<file path="src/rtl/uart_pkg.sv">
// Constants and types shared by both ends of the 8N1 serial link.
// The default clock and baud constants are kept here so the transmitter and receiver agree.
package uart_pkg;

  localparam int unsigned CLK_FREQ      = 100_000_000;
  localparam int unsigned BAUD_RATE     = 9_600;
  localparam int unsigned NUM_DATA_BITS = 8;

  localparam logic START_BIT = 1'b0;
  localparam logic STOP_BIT  = 1'b1;

  typedef enum logic [1:0] {
    IDLE,
    START,
    DATA,
    STOP
  } tx_state_t;

  // Width of a counter holding 0..n-1, never narrower than one bit.
  function automatic int unsigned cnt_width(input int unsigned n);
    return (n > 1) ? $clog2(n) : 1;
  endfunction

endpackage

</file>
<file path="src/rtl/uart_tx_fifo.sv">
// Synchronous byte FIFO with first-word fall-through read data and a reset flush.
// depth must be a power of two so the pointers wrap naturally.
module uart_tx_fifo #(
  parameter int unsigned depth = 4,
  parameter int unsigned width = 8
) (
  input  logic                     clk,
  input  logic                     reset,
  input  logic                     push,
  input  logic [width-1:0]         push_data,
  input  logic                     pop,
  output logic [width-1:0]         pop_data,
  output logic                     full,
  output logic                     empty,
  output logic [$clog2(depth):0]   count
);

  localparam int unsigned AW = $clog2(depth);
  localparam logic [AW:0] FULL_COUNT = (AW + 1)'(depth);

  logic [width-1:0] mem [depth];
  logic [AW-1:0]    wr_ptr;
  logic [AW-1:0]    rd_ptr;
  logic             do_push;
  logic             do_pop;

  assign full     = (count == FULL_COUNT);
  assign empty    = (count == '0);
  assign do_push  = push && !full;
  assign do_pop   = pop && !empty;
  assign pop_data = mem[rd_ptr];

  always_ff @(posedge clk) begin
    if (do_push) begin
      mem[wr_ptr] <= push_data;
    end
  end

  always_ff @(posedge clk) begin
    if (reset) begin
      wr_ptr <= '0;
      rd_ptr <= '0;
      count  <= '0;
    end else begin
      if (do_push) begin
        wr_ptr <= wr_ptr + 1'b1;
      end
      if (do_pop) begin
        rd_ptr <= rd_ptr + 1'b1;
      end
      unique case ({do_push, do_pop})
        2'b10:   count <= count + 1'b1;
        2'b01:   count <= count - 1'b1;
        default: count <= count;
      endcase
    end
  end

endmodule

</file>
<file path="src/rtl/uart_transmitter.sv">
// 8N1 UART transmitter: bytes are queued through a small FIFO and sent as
// start bit, eight data bits LSB-first, stop bit, with back-to-back frames when queued.
module uart_transmitter
  import uart_pkg::*;
#(
  parameter int unsigned clk_freq   = CLK_FREQ,
  parameter int unsigned baud_rate  = BAUD_RATE,
  parameter int unsigned fifo_depth = 4
) (
  input  logic                          clk,
  input  logic                          reset,
  input  logic [7:0]                    tx_data,
  input  logic                          tx_valid,
  output logic                          tx_ready,
  output logic                          TxD,
  output logic                          busy,
  output logic [$clog2(fifo_depth):0]   fifo_count
);

  localparam int unsigned BIT_CYCLES = clk_freq / baud_rate;
  localparam int unsigned BCW        = cnt_width(BIT_CYCLES);
  localparam logic [BCW-1:0] BAUD_LAST = BCW'(BIT_CYCLES - 1);
  localparam int unsigned IW         = cnt_width(NUM_DATA_BITS);
  localparam logic [IW-1:0] LAST_BIT = IW'(NUM_DATA_BITS - 1);

  tx_state_t                state;
  logic [BCW-1:0]           baud_cnt;
  logic [IW-1:0]            bit_idx;
  logic [NUM_DATA_BITS-1:0] shift;
  logic                     txd_q;

  logic                     baud_wrap;
  logic                     pop;
  logic                     fifo_full;
  logic                     fifo_empty;
  logic [NUM_DATA_BITS-1:0] head;

  uart_tx_fifo #(
    .depth (fifo_depth),
    .width (NUM_DATA_BITS)
  ) u_fifo (
    .clk       (clk),
    .reset     (reset),
    .push      (tx_valid),
    .push_data (tx_data),
    .pop       (pop),
    .pop_data  (head),
    .full      (fifo_full),
    .empty     (fifo_empty),
    .count     (fifo_count)
  );

  assign baud_wrap = (baud_cnt == BAUD_LAST);
  assign tx_ready  = !fifo_full;
  assign busy      = (state != IDLE) || !fifo_empty;
  assign TxD       = txd_q;

  // A byte leaves the FIFO either from IDLE or at the very end of a stop bit,
  // which is what makes queued frames run with no idle gap.
  always_comb begin
    pop = 1'b0;
    if (!fifo_empty) begin
      pop = (state == IDLE) || ((state == STOP) && baud_wrap);
    end
  end

  always_ff @(posedge clk) begin
    if (reset) begin
      state    <= IDLE;
      baud_cnt <= '0;
      bit_idx  <= '0;
      shift    <= '0;
      txd_q    <= STOP_BIT;
    end else begin
      baud_cnt <= baud_wrap ? '0 : baud_cnt + 1'b1;
      unique case (state)
        IDLE: begin
          baud_cnt <= '0;
          txd_q    <= STOP_BIT;
          if (pop) begin
            shift <= head;
            state <= START;
            txd_q <= START_BIT;
          end
        end
        START: begin
          if (baud_wrap) begin
            state   <= DATA;
            bit_idx <= '0;
            txd_q   <= shift[0];
          end
        end
        DATA: begin
          if (baud_wrap) begin
            if (bit_idx == LAST_BIT) begin
              state <= STOP;
              txd_q <= STOP_BIT;
            end else begin
              bit_idx <= bit_idx + 1'b1;
              shift   <= shift >> 1;
              txd_q   <= shift[1];
            end
          end
        end
        STOP: begin
          if (baud_wrap) begin
            if (pop) begin
              shift <= head;
              state <= START;
              txd_q <= START_BIT;
            end else begin
              state <= IDLE;
              txd_q <= STOP_BIT;
            end
          end
        end
        default: begin
          state <= IDLE;
          txd_q <= STOP_BIT;
        end
      endcase
    end
  end

endmodule
</file>
<file path="config.mk">
export PLATFORM = sky130hd
export DESIGN_NAME = uart_transmitter
export DESIGN_NICKNAME = d
export VERILOG_FILES = /design/src/rtl/uart_pkg.sv /design/src/rtl/uart_tx_fifo.sv /design/src/rtl/uart_transmitter.sv
export SDC_FILE = /design/constraint.sdc
export NUM_CORES = 1
export LEC_CHECK = 0
export CORE_UTILIZATION = 35
export DETAILED_ROUTE_END_ITERATION = 10
export SKIP_CTS_REPAIR_TIMING = 1
export SLEW_MARGIN = 40
export SYNTH_ARGS = -nofsm -noshare
export SYNTH_HDL_FRONTEND = slang
export SYNTH_SLANG_ARGS = --single-unit
</file>
<file path="constraint.sdc">
create_clock -name clk -period 7.45 [get_ports clk]
set_input_delay 1.1175 -clock clk [delete_from_list [all_inputs] [get_ports clk]]
set_output_delay 1.1175 -clock clk [all_outputs]
set_load 0.02 [all_outputs]
</file>
==> results of run 1 <==
-- metrics by stage --
| step | setup WS [ns] | cells |
|---|---|---|
| after floorplan | 4.91 | 258 |
| after CTS | 4.44 | 387 |
| after detailed placement | 4.30 | 371 |
| after global placement | 4.31 | 371 |
| final | 4.45 | 387 |
| after global routing | 4.34 | 387 |
-- flip-flops by register name, indices dropped and copies added (netlist names), named ones only --
| name | count |
|---|---|
| u_fifo.count | 3 |
| TxD | 1 |
| bit_idx | 3 |
| u_fifo.rd_ptr | 2 |
| shift | 8 |
| u_fifo.mem | 32 |
| state | 2 |
| u_fifo.wr_ptr | 2 |
| baud_cnt | 14 |
-- how the worst min path moves through the flow --
stage	depth (start not counted)	startpoint	endpoint	slack, ns
floorplan	1	baud_cnt[0]$_SDFF_PP0_	baud_cnt[0]$_SDFF_PP0_	0.43
global placement	1	baud_cnt[0]$_SDFF_PP0_	baud_cnt[0]$_SDFF_PP0_	0.44
detailed placement	1	baud_cnt[0]$_SDFF_PP0_	baud_cnt[0]$_SDFF_PP0_	0.45
CTS	1	baud_cnt[0]$_SDFF_PP0_	baud_cnt[0]$_SDFF_PP0_	0.47
global route	2	shift[5]$_SDFFE_PP0P_	shift[5]$_SDFFE_PP0P_	0.49
finish	1	baud_cnt[0]$_SDFF_PP0_	baud_cnt[0]$_SDFF_PP0_	0.46
-- kinds of logic (layout without fill, tap and decap cells) --
kind of cell | after synthesis | count (layout) | share of synthesized area (%)
and+or+nand+nor | 80 | 80 | 14.0
DFF | 69 | 69 | 55.5
AOI/OAI and AO/OA | 46 | 46 | 8.86
buffers and inverters | 18 | 42 | 2.69
muxes | 17 | 17 | 8.82
adders and majority gates | 15 | 15 | 6.37
xor gates and xnor gates | 13 | 13 | 3.71
-- where the power goes --
part	total, W	internal [W]	switching (W)	leakage [nW]
Combinational	0.000393	0.000180	0.000213	0.519
Clock	0.000264	0.000121	0.000143	0.0876
Sequential	0.000490	0.000449	0.0000412	0.595
Total	0.00115	0.000751	0.000397	1.20
-- layout by cell type (no fill, tap or decap), drive strengths merged --
| cell type | netlist | layout |
|---|---|---|
| o21ai | 19 | 19 |
| nor2 | 24 | 24 |
| nand3 | 3 | 3 |
| buf | 4 | 4 |
| a221o | 1 | 1 |
| nor3b | 2 | 2 |
| edfxtp | 32 | 32 |
| or3b | 1 | 1 |
| or3 | 15 | 15 |
| and2 | 3 | 3 |
| o211a | 1 | 1 |
| nand4 | 5 | 5 |
| nor2b | 3 | 3 |
| a22oi | 2 | 2 |
| xnor2 | 5 | 5 |
| nand2b | 1 | 1 |
| clkinvlp | 0 | 1 |
| and3 | 5 | 5 |
| xor2 | 8 | 8 |
| nor4 | 2 | 2 |
| dfxtp | 37 | 37 |
| fa | 1 | 1 |
| ha | 14 | 14 |
| o31ai | 1 | 1 |
| clkinv | 0 | 4 |
| a2111oi | 1 | 1 |
| mux4 | 8 | 8 |
| a21oi | 18 | 18 |
| nand2 | 11 | 11 |
| a21o | 1 | 1 |
| mux2i | 9 | 9 |
| clkbuf | 7 | 9 |
| and4 | 1 | 1 |
| clkdlybuf4s50 | 0 | 15 |
| inv | 7 | 9 |
| or4b | 1 | 1 |
| a31oi | 2 | 2 |
| nor3 | 3 | 3 |
-- metal layers --
metal / routed length, um / global-route usage, % / vias up
li1: - / - / 984
met2: 2380 / 20.3 / 27
met4: 127 / 6.72 / 0
met5: 0 / 0 / -
met3: 151 / 3.19 / 11
met1: 2570 / 18.1 / 939
-- layout make-up --
| cell class | instances | share of cell area [%] |
|---|---|---|
| flip-flops and latches | 69 | 48.7 |
| multi-input cells | 171 | 36.7 |
| repair buffers | 19 | 5.09 |
| clock buffers | 9 | 3.55 |
| well taps | 105 | 3.76 |
| inverters | 7 | 0.753 |
| clock inverters | 7 | 1.40 |
==> results.yml, run 1 <==
detailed_routing:
  vias_after_detailed_routing: 1961
  drt_pass1_iterations: 4
  dr.first_iter.drc_count: 99
  drc: 0
  routed_wl_um: 5230
  ant_nets: 0
  wl_per_cell_um: 13.5
  post_drt_via_cell_ratio: 5.07
finish:
  fraction_of_final_layout_cells_with_drive_strength_greater_than_1_pct: 12.8
  final_area_sq_um: 3490
  post-route-util_pct: 41.9
  count_of_fill_cells_added_during_filler_insertion: 805
  fin_nets: 303
  antenna_cells: 0
  multi_input_gate_area_sq_um: 1280
  seq_cell_area_sq_um: 1700
  flow.area_growth_from_synthesis_pct: 13.9
clock_tree:
  cts.path.max_buffers: 2
  cts.sinks: 69
  clkLatencyLatePin_ns: 0.34
  clockRootBuffer: "clkbuf_8"
  clock_tree_from_tritoncts: "yes"
  cts_htree_levels: 3
  clk_pin_slew_ns: 0.07
  numCtsBuffers: 9
timing:
  finalCriticalPeriod_ns: 3.00
  max_clock_freq_ghz: 0.333
  timing.clock.skew_ns: 0.0113
  slew_viol_final: 0
  whs_ns: 0.464
  max_slew_margin_pct: 51.4
  hold_viol_final: 0
  grt_setup_unrepaired: "false"
  period_share_pct: 40.3
  tightestPinTransition_ns: 0.728
  finalSetupViolations: 0
  fin_tns_setup_ns: 0
worst_setup_path:
  r2r.worst_path.cells: 11
  critPathLaunch: "state[0]$_SDFFE_PP0P_"
  setup.worst_path.end: "busy"
  critical_path_buf_inv_count: 2
  critical_path.top_delay_family: "buffers and inverters"
  r2r_start: "baud_cnt[0]$_SDFF_PP0_"
  crit_cells: 4
  wp_data_required_ns: 6.33
  worst-setup-path-type: "reg2out"
  crit_path_top_delay_cell: "clkdlybuf4s50_1"
  timing.critical_path.cells: "inv_1 -> ha_1 -> nand2_1 -> clkdlybuf4s50_1"
  setup.worst_path.end_class: "output port"
  timing.critical_path.slowest_cell_delay_ns: 0.60
  end_of_the_worst_register_to_register_path: "u_fifo.count[2]$_SDFFE_PP0P_"
  r2r_slack_ns: 4.72
  critPathMaxFanout: 6
  worst-endpoint-arrival_ns: 1.88
  crit_path_start_kind: "flip-flop"
logic_synthesis:
  syn_area_sq_um: 3070
  synth_enable_flop_cells: 32
  synth.ff_latch_count: 69
  yosys_warning_count: 0
  synth_commonest_cells: "dfxtp_1 (37), edfxtp_1 (32), nor2_1 (24)"
  synthMostInstantiatedCell: "dfxtp_1"
  synthesis.area_per_instance_sq_um: 11.9
  synth_nets: 284
  post_synth_num_cell_types: 41
  asyncSetResetFlopFracSynth_pct: 0
  synthDominantAreaCellType: "edfxtp_1"
  yosysSeqAreaShare_pct: 55.5
  syn_inst: 258
  post_synth_main_area_contributors: "edfxtp_1 (31%), dfxtp_1 (24%), mux4_2 (5.9%), ha_1 (5.7%), o21ai_0 (3.1%)"
  synth_top_area_share_pct: 31.3
  synth_top_flop_cell: "dfxtp_1"
status:
  outcome: "completed"
die:
  placeableCoreArea_sq_um: 8340
  die_outline_height_um: 95.6
  initial_util_pct: 36.8
  row_cnt: 33
  die_width_um: 95.6
  io_pins: 17
  dieArea_sq_um: 9140
global_routing:
  globalRouteTotalUtil_pct: 13.5
  grt_pass1_vias: 1940
  antenna_violations_before_repair: 0
  grt_max_degree: 25
  grt_first_pass_wirelength_um: 9230
  gr-total-overflow: 0
power:
  ir_drop_mv: 0.128
  design_power_total_w: 0.00115
  power.static_leakage_nw: 1.20
  power_per_cell_area_nw_per_um2: 329
run:
  drv_cap: 0
place:
  rd_place_congestion: 0.738
  post-dp-hpwl_um: 3570
  placedInstanceArea_sq_um: 3320
  portBuffers: 16
worst_hold_path:
  hold_path.class: "reg2reg"
No activity file was read; power rests on OpenSTA's default activity.
==> inputs of run 2 (changes only) <==
Clock period 7.45 ns to 2.7 ns, I/O delays scaled along.
==> results.yml, run 2 (same netlist as run 1, synthesis figures left out) <==
status:
  outcome: "completed"
worst_setup_path:
  critPathMaxFanout: 6
  wp_data_required_ns: 2.98
  setup.worst_path.end_class: "flip-flop"
  worst-setup-path-type: "reg2reg"
  worst-endpoint-arrival_ns: 2.78
  crit_path_start_kind: "flip-flop"
die:
  io_pins: 17
  placeableCoreArea_sq_um: 8340
  row_cnt: 33
  die_width_um: 95.6
  die_outline_height_um: 95.6
  initial_util_pct: 36.8
  dieArea_sq_um: 9140
detailed_routing:
  drc: 0
  post_drt_via_cell_ratio: 4.91
  drt_pass1_iterations: 4
  routed_wl_um: 5230
  vias_after_detailed_routing: 1915
  wl_per_cell_um: 13.4
  dr.first_iter.drc_count: 88
  ant_nets: 0
place:
  portBuffers: 16
  rd_place_congestion: 0.744
  placed_cells_incl_taps: 374
  post-dp-hpwl_um: 3600
  placedInstanceArea_sq_um: 3350
timing:
  hold_viol_final: 0
  tightestPinTransition_ns: 0.536
  grt_setup_unrepaired: "false"
  max_clock_freq_ghz: 0.400
  timing.clock.skew_ns: 0.00955
  fin_tns_setup_ns: 0
  period_share_pct: 92.7
  slew_viol_final: 0
  finalSetupViolations: 0
  max_slew_margin_pct: 64.2
  finalCriticalPeriod_ns: 2.50
global_routing:
  grt_first_pass_wirelength_um: 8740
  grt_max_degree: 24
  globalRouteTotalUtil_pct: 13.0
  grt_pass1_vias: 1832
  gr-total-overflow: 0
  antenna_violations_before_repair: 0
clock_tree:
  clk_pin_slew_ns: 0.07
  cts.path.max_buffers: 2
  cts_htree_levels: 3
  clkLatencyLatePin_ns: 0.35
  cts.sinks: 69
  numCtsBuffers: 9
  clock_tree_from_tritoncts: "yes"
  clockRootBuffer: "clkbuf_8"
finish:
  top_register: "u_fifo.mem"
  final_area_sq_um: 3570
  layout_commonest_cell: "dfxtp_1"
  top_regs: "u_fifo.mem x32, baud_cnt x14, shift x8"
  fraction_of_final_layout_cells_with_drive_strength_greater_than_1_pct: 13.7
  fin_nets: 306
  count_of_fill_cells_added_during_filler_insertion: 792
  flow.area_growth_from_synthesis_pct: 16.5
  layout.cells.non_filler: 390
  post-route-util_pct: 42.8
  commonest_non_fill_non_tap_cells_in_the_layout: "dfxtp_1 (37), edfxtp_1 (32), nor2_1 (24), o21ai_0 (19), a21oi_1 (17)"
  antenna_cells: 0
  max_reg_flops: 32
worst_hold_path:
  hold_path.class: "reg2reg"
power:
  ir_drop_mv: 0.349
  power_per_cell_area_nw_per_um2: 950
  power.static_leakage_nw: 1.24
run:
  drv_cap: 0
## run 2: per-stage QoR
stage	hold WS [ns]	power, W	setup slack (ns)
finish	0.470	0.00339	0.198
global route	0.486	0.00360	0.0171
CTS	0.471	0.00343	0.151
detailed placement	0.454	0.00248	0.174
global placement	0.442	0.00247	0.244
floorplan	0.426	0.00220	0.249
## run 2: critical path: stages (launching register included)
cell and delay (ns):
dfxtp_1 0.35, or4b_1 0.54, nor4_2 0.35, a21oi_2 0.14
nor2_1 0.13, ha_1 0.22, fa_1 0.20, xnor2_1 0.08
or3_1 0.30, a21oi_1 0.14
## run 2: final timing paths
kind	slack, ns	from	end	depth (start not counted)
min reg2reg	0.47	baud_cnt[0]$_SDFF_PP0_	baud_cnt[0]$_SDFF_PP0_	1
max reg2reg	0.20	baud_cnt[4]$_SDFF_PP0_	u_fifo.count[2]$_SDFFE_PP0P_	9
max	0.20	baud_cnt[4]$_SDFF_PP0_	u_fifo.count[2]$_SDFFE_PP0P_	9
min	0.47	baud_cnt[0]$_SDFF_PP0_	baud_cnt[0]$_SDFF_PP0_	1
## run 2: routing by layer
metal  up-vias  global-route usage, %  share of wire (%)
li1        988                      -                  -
met1       898                   16.7                 50
met2        21                   19.6                 45
met3         8                   4.07                2.8
met4         0                   6.72                2.1
met5         -                      0                  0
## run 2: power by group
group | leakage, nW | switching [W] | internal (W)
sequential | 0.595 | 0.000112 | 0.00124
clock | 0.108 | 0.000408 | 0.000525
combinational | 0.533 | 0.000590 | 0.000518
## run 2: layout make-up
| type | count | area (sq um) | share of cell area, % |
|---|---|---|---|
| sequential | 69 | 1700 | 47.7 |
| multi-input combinational | 171 | 1280 | 36.0 |
| clock buffer | 9 | 124 | 3.47 |
| tap | 105 | 131 | 3.68 |
| inverter | 7 | 26.3 | 0.736 |
| timing repair buffer | 22 | 205 | 5.75 |
| clock inverter | 7 | 97.6 | 2.73 |
==> inputs of run 3 (changes only) <==
Settings changed: TNS_END_PERCENT set to 50.
==> results of run 3 <==
No change in the layout: final DEF, timing and power equal those of run 2.
